===== config.mk =====
export PLATFORM = sky130hd
export DESIGN_NAME = regfile_hilo
export DESIGN_NICKNAME = d
export VERILOG_FILES = /design/src/rtl/regfile_hilo.sv
export SDC_FILE = /design/constraint.sdc
export NUM_CORES = 2
export LEC_CHECK = 0
export BUFFER_PORTS_ARGS = -buffer_cell sky130_fd_sc_hd__buf_2
export CAP_MARGIN = 20
export CORE_MARGIN = 8
export CORE_UTILIZATION = 35
export CTS_BUF_LIST = sky130_fd_sc_hd__clkbuf_2
export DETAILED_ROUTE_END_ITERATION = 12
export HOLD_SLACK_MARGIN = 0.02
export PLACE_DENSITY = 0.49
export SLEW_MARGIN = 20
export SYNTH_ARGS = -nofsm -noshare
export SYNTH_HDL_FRONTEND = slang
export SYNTH_SLANG_ARGS = --single-unit

===== constraint.sdc =====
create_clock -name clk -period 54.5 [get_ports clk]
set_clock_uncertainty 0.1 [all_clocks]
set_input_delay 2.725 -clock clk [delete_from_list [all_inputs] [get_ports clk]]
set_output_delay 2.725 -clock clk [all_outputs]
set_load 0.02 [all_outputs]

===== src/rtl/regfile_hilo.sv =====
// regfile_hilo: 32x32 general-purpose register file plus HI/LO pair.
// Byte-lane-masked writes from writeback commit on the rising edge; the two
// GPR read ports and the HI/LO reads are combinational and bypass the write
// currently presented by writeback, so decode never sees stale data.
// gpr[0] is not stored and always reads zero. While rst is high every
// output is held at zero and no write is committed.

module regfile_hilo (
   input  logic        clk,
   input  logic        rst,
   input  logic [3:0]  wb_wren_i,
   input  logic [4:0]  wb_waddr_i,
   input  logic [31:0] wb_wdata_i,
   input  logic        wb_whien_i,
   input  logic        wb_wloen_i,
   input  logic [31:0] wb_hi_i,
   input  logic [31:0] wb_lo_i,
   input  logic [4:0]  id_raddr1_i,
   input  logic [4:0]  id_raddr2_i,
   output logic [31:0] id_rdata1_o,
   output logic [31:0] id_rdata2_o,
   output logic [31:0] id_hi_o,
   output logic [31:0] id_lo_o
);

   // Stored registers 1..31; index 0 is the hard-wired zero register.
   logic [31:0] gpr [1:31];
   logic [31:0] hi;
   logic [31:0] lo;

   // Full 0..31 view of the register file so reads never index outside storage.
   logic [31:0] gpr_view [0:31];

   // Replace each byte of old_data whose enable bit is set with the matching byte of new_data.
   function automatic logic [31:0] byte_merge(
      input logic [3:0]  en,
      input logic [31:0] new_data,
      input logic [31:0] old_data
   );
      logic [31:0] merged;
      merged = old_data;
      for (int b = 0; b < 4; b++) begin
         if (en[b]) begin
            merged[8*b +: 8] = new_data[8*b +: 8];
         end else begin
            merged[8*b +: 8] = old_data[8*b +: 8];
         end
      end
      return merged;
   endfunction

   // One GPR read port: zero register, then same-cycle bypass merge, then stored value.
   function automatic logic [31:0] read_gpr(
      input logic [4:0]  raddr,
      input logic [31:0] stored,
      input logic [4:0]  waddr,
      input logic [3:0]  wren,
      input logic [31:0] wdata
   );
      logic [31:0] value;
      if (raddr == 5'd0) begin
         value = 32'h0000_0000;
      end else if ((raddr == waddr) && (wren != 4'b0000)) begin
         value = byte_merge(wren, wdata, stored);
      end else begin
         value = stored;
      end
      return value;
   endfunction

   // Commit byte-masked GPR writes; address 0 matches no stored register and is dropped.
   always_ff @(posedge clk or posedge rst) begin
      if (rst) begin
         for (int r = 1; r < 32; r++) begin
            gpr[r] <= 32'h0000_0000;
         end
      end else begin
         for (int r = 1; r < 32; r++) begin
            if (wb_waddr_i == 5'(r)) begin
               gpr[r] <= byte_merge(wb_wren_i, wb_wdata_i, gpr[r]);
            end
         end
      end
   end

   // Commit HI and LO writes independently.
   always_ff @(posedge clk or posedge rst) begin
      if (rst) begin
         hi <= 32'h0000_0000;
         lo <= 32'h0000_0000;
      end else begin
         if (wb_whien_i) begin
            hi <= wb_hi_i;
         end
         if (wb_wloen_i) begin
            lo <= wb_lo_i;
         end
      end
   end

   // Build the zero-padded read view of the register file.
   always_comb begin
      gpr_view[0] = 32'h0000_0000;
      for (int r = 1; r < 32; r++) begin
         gpr_view[r] = gpr[r];
      end
   end

   // Combinational read ports with write-through bypass, forced to zero during reset.
   always_comb begin
      id_rdata1_o = 32'h0000_0000;
      id_rdata2_o = 32'h0000_0000;
      id_hi_o     = 32'h0000_0000;
      id_lo_o     = 32'h0000_0000;
      if (rst) begin
         id_rdata1_o = 32'h0000_0000;
         id_rdata2_o = 32'h0000_0000;
         id_hi_o     = 32'h0000_0000;
         id_lo_o     = 32'h0000_0000;
      end else begin
         id_rdata1_o = read_gpr(id_raddr1_i, gpr_view[id_raddr1_i],
                                wb_waddr_i, wb_wren_i, wb_wdata_i);
         id_rdata2_o = read_gpr(id_raddr2_i, gpr_view[id_raddr2_i],
                                wb_waddr_i, wb_wren_i, wb_wdata_i);
         id_hi_o     = wb_whien_i ? wb_hi_i : hi;
         id_lo_o     = wb_wloen_i ? wb_lo_i : lo;
      end
   end

endmodule

==> flow_metrics.env <==
export IMPL_status="finished, final reports clean"
export IMPL_syn_inst=4026
export IMPL_cp_top_family="buffers and inverters"
export IMPL_ir_drop_uv=23.9
export IMPL_yosysTopAreaCellShare_pct=46.1
export IMPL_cts_hold_fix_buffers=0
export IMPL_cp_end_kind="output port"
export IMPL_drt_initial_drc_count=3318
export IMPL_first_pass_iters=5
export IMPL_hold_start="lo[21]"
export IMPL_fill_cells=15700
export IMPL_slowest_stage="buf_4"
export IMPL_max_freq_ghz=0.0960
export IMPL_finalSetupViolCount=0
export IMPL_r2r_setup_slack_ps=53570
export IMPL_period_needed_ps=10420
export IMPL_slew_headroom_pct=15.2
export IMPL_port_buffers=246
export IMPL_p_int_mw=1.43
export IMPL_top_usage_layer="met2"
export IMPL_synthesis_nets=4145
export IMPL_reg2reg_from="gpr[694]"
export IMPL_fin_setup_tns_ps=0
export IMPL_cp_arrival_ps=7590
export IMPL_switchingPower_uw=684
export IMPL_cp_start_kind="input port"
export IMPL_die_x_um=421
export IMPL_worstHoldPathCells=1
export IMPL_critical_path_class="in -> out"
export IMPL_antenna_left=0
export IMPL_grt_max_degree=165
export IMPL_vias=39500
export IMPL_min_to="lo[21]"
export IMPL_hold_ws_ps=391
export IMPL_ys_types=64
export IMPL_rsz0062_at_grt="no"
export IMPL_rows=148
export IMPL_synth_top_area_cell="dfrtp_1"
export IMPL_grt_pass1_wl_um=302000
export IMPL_cts_tree="built"
export IMPL_post_cts_buffers=0
export IMPL_ys_warn_count=0
export IMPL_routed_via_density=5.88
export IMPL_slew_viol_final=0
export IMPL_drc=0
export IMPL_cp_required_ps=51680
export IMPL_core_area_um2=163000
export IMPL_area_growth_pct=9.93
export IMPL_clock_latency_ps=1720
export IMPL_dieHeight_um=421
export IMPL_p_leak_nw=27.9
export IMPL_cts_path_max_buffers=4
export IMPL_drive_above_1_share_pct=52.2
export IMPL_fin_nets=4456
export IMPL_avgRoutedWirePerCell_um=31.1
export IMPL_reg2regPathDepth=1
export IMPL_worst_pin_slew_ps=1260
export IMPL_cts_resized=0
export IMPL_grt_use_met2_pct=36.6
export IMPL_power_total_mw=2.12
export IMPL_ys_top_cells_by_area="dfrtp_1 46%, mux2_2 22%, mux4_2 17%"
export IMPL_io_pins=247
export IMPL_hp_class="reg -> reg"
export IMPL_avgSynthCellArea_um2=14.2
export IMPL_power_density_nw_per_um2=33.6
export IMPL_drt_total_wl_um=209000
export IMPL_gr_total_overflow=0
export IMPL_synth_seq_cells=1056
export IMPL_crit_top_cell="buf_4"
export IMPL_r2r_end="gpr[694]"
export IMPL_cpPeakStageDelay_ps=770
export IMPL_cts_sinks=1056
export IMPL_power_frac_seq_pct=48.9
export IMPL_async_reset_ff_share_pct=100
export IMPL_p_clk_share_pct=27.4
export IMPL_clkTransAtPathRegs_ps=70
export IMPL_fin_util_pct=38.7
export IMPL_hold_violations=0
export IMPL_hpwl_um=130000
export IMPL_synth_seq_area_share_pct=46.1
export IMPL_path_max_fanout=67
export IMPL_synth_edff_count=0
export IMPL_met1_usage_pct=30.6
export IMPL_p_comb_share_pct=23.7
export IMPL_swShare_pct=32.3
export IMPL_grt_pass1_vias=41000
export IMPL_numCtsBuffers=317
export IMPL_fin_crit_sh_pct=19.1
export IMPL_crit_chain="buf_8 > buf_4 > buf_4 > buf_4 > mux4_2 > mux4_2 > nor2_1 > a31oi_1 > a22o_1 > buf_2"
export IMPL_grt_total_usage_pct=23.4
export IMPL_root_buffer="clkbuf_2"
export IMPL_ys_flop_type="dfrtp_1"
export IMPL_cp_buffers_inverters=5
export IMPL_die_area_um2=177000
export IMPL_place_congestion=0.855
export IMPL_gr_usage_met3_pct=5.33
export IMPL_cts_htree_levels=5
export IMPL_antenna_found_initial=24
export IMPL_drv_cap=0
export IMPL_synthesis_area_um2=57300
export IMPL_start_util_pct=35.2
power by group through the flow:
| stage | combinational [mW] | clock (mW) | sequential [mW] |
|---|---|---|---|
| final | 0.502 | 0.581 | 1.04 |
| after global routing | 0.535 | 0.647 | 1.06 |
| after CTS | 0.504 | 0.607 | 1.03 |
| after detailed placement | 0.503 | 0 | 1.05 |
| after global placement | 0.496 | 0 | 1.04 |
| after floorplan | 0.385 | 0 | 1.02 |
cells in the mapped netlist (all sizes together) (3+ instances only):
cell / n
o21ai: 60
a2111oi: 12
mux2i: 138
and2: 68
inv: 11
a22o: 8
a32oi: 6
nor2b: 16
a311o: 6
dfrtp: 1056
a31oi: 11
a221o: 23
o21a: 7
a21o: 8
nand2b: 18
o22ai: 20
clkbuf: 179
xnor2: 10
nand4: 3
nor2: 82
a21oi: 74
mux2: 1114
nor3: 14
buf: 159
nor4: 9
o31ai: 19
clkinv: 3
o221ai: 4
nand3: 21
and3: 9
o211ai: 21
a221oi: 47
a211oi: 17
a22oi: 8
nand2: 274
a32o: 15
a2bb2oi: 9
mux4: 442
state kept, by name (all words and copies together), names as in the netlist:
| name | count |
|---|---|
| gpr | 992 |
| hi | 32 |
| lo | 32 |
cell type report:
cell class	instances	area [µm²]	share of cell area [%]
Clock inverter	57	245	0.389
Inverter	14	65.1	0.103
Clock buffer	450	2250	3.57
Tap cell	2175	2720	4.32
Multi-Input combinational cell	2618	29200	46.4
Timing Repair Buffer	330	1980	3.15
Sequential cell	1056	26400	41.9
Antenna cell	27	67.6	0.107
cells in the final DEF (no fill, tap or decap), drive strengths merged, types with 60 or more instances in the layout:
cell    instances
a21oi          74
and2           68
buf           329
clkbuf        451
dfrtp        1056
mux2         1114
mux2i         138
mux4          442
nand2         274
nor2           82
o21ai          60
cells by family (layout without fill, tap and decap cells):
group / after synthesis / in the layout / synth area share, %
multiplexers: 1694 / 1694 / 41.7
flip-flops: 1056 / 1056 / 46.1
AND/OR/NAND/NOR: 523 / 523 / 4.16
AO/OA/AOI/OAI: 390 / 390 / 4.91
buffers and inverters: 352 / 851 / 2.99
XOR/XNOR: 11 / 11 / 0.168
other: 0 / 27 / 0
per-stage QoR:
| stage | cells | setup slack, ps | area, µm² |
|---|---|---|---|
| 6_report | 6727 | 44080 | 63000 |
| 5_1_grt | 6721 | 43810 | 63000 |
| 4_1_cts | 6700 | 44000 | 62900 |
| 3_5_place_dp | 6193 | 43980 | 60400 |
| 3_3_place_gp | 6193 | 44040 | 60400 |
| 2_1_floorplan | 4026 | 9580 | 57300 |
per-layer routing:
layer  wire [µm]  vias to the layer above
met5          84                        -
met4       11700                       12
met3       14400                      523
met2       95900                     1654
met1       87300                    21000
li1            -                    16300
worst max path at each step:
| stage | from | endpoint | cells past startpoint |
|---|---|---|---|
| 2_1_floorplan | rst | gpr[0] | 2 |
| 3_3_place_gp | id_raddr1_i[0] | id_rdata1_o[2] | 10 |
| 3_5_place_dp | id_raddr1_i[0] | id_rdata1_o[2] | 10 |
| 4_1_cts | id_raddr1_i[0] | id_rdata1_o[2] | 10 |
| 5_1_grt | id_raddr1_i[0] | id_rdata1_o[2] | 10 |
| 6_report | id_raddr1_i[0] | id_rdata1_o[2] | 10 |
(Power assumes the default switching activity.)
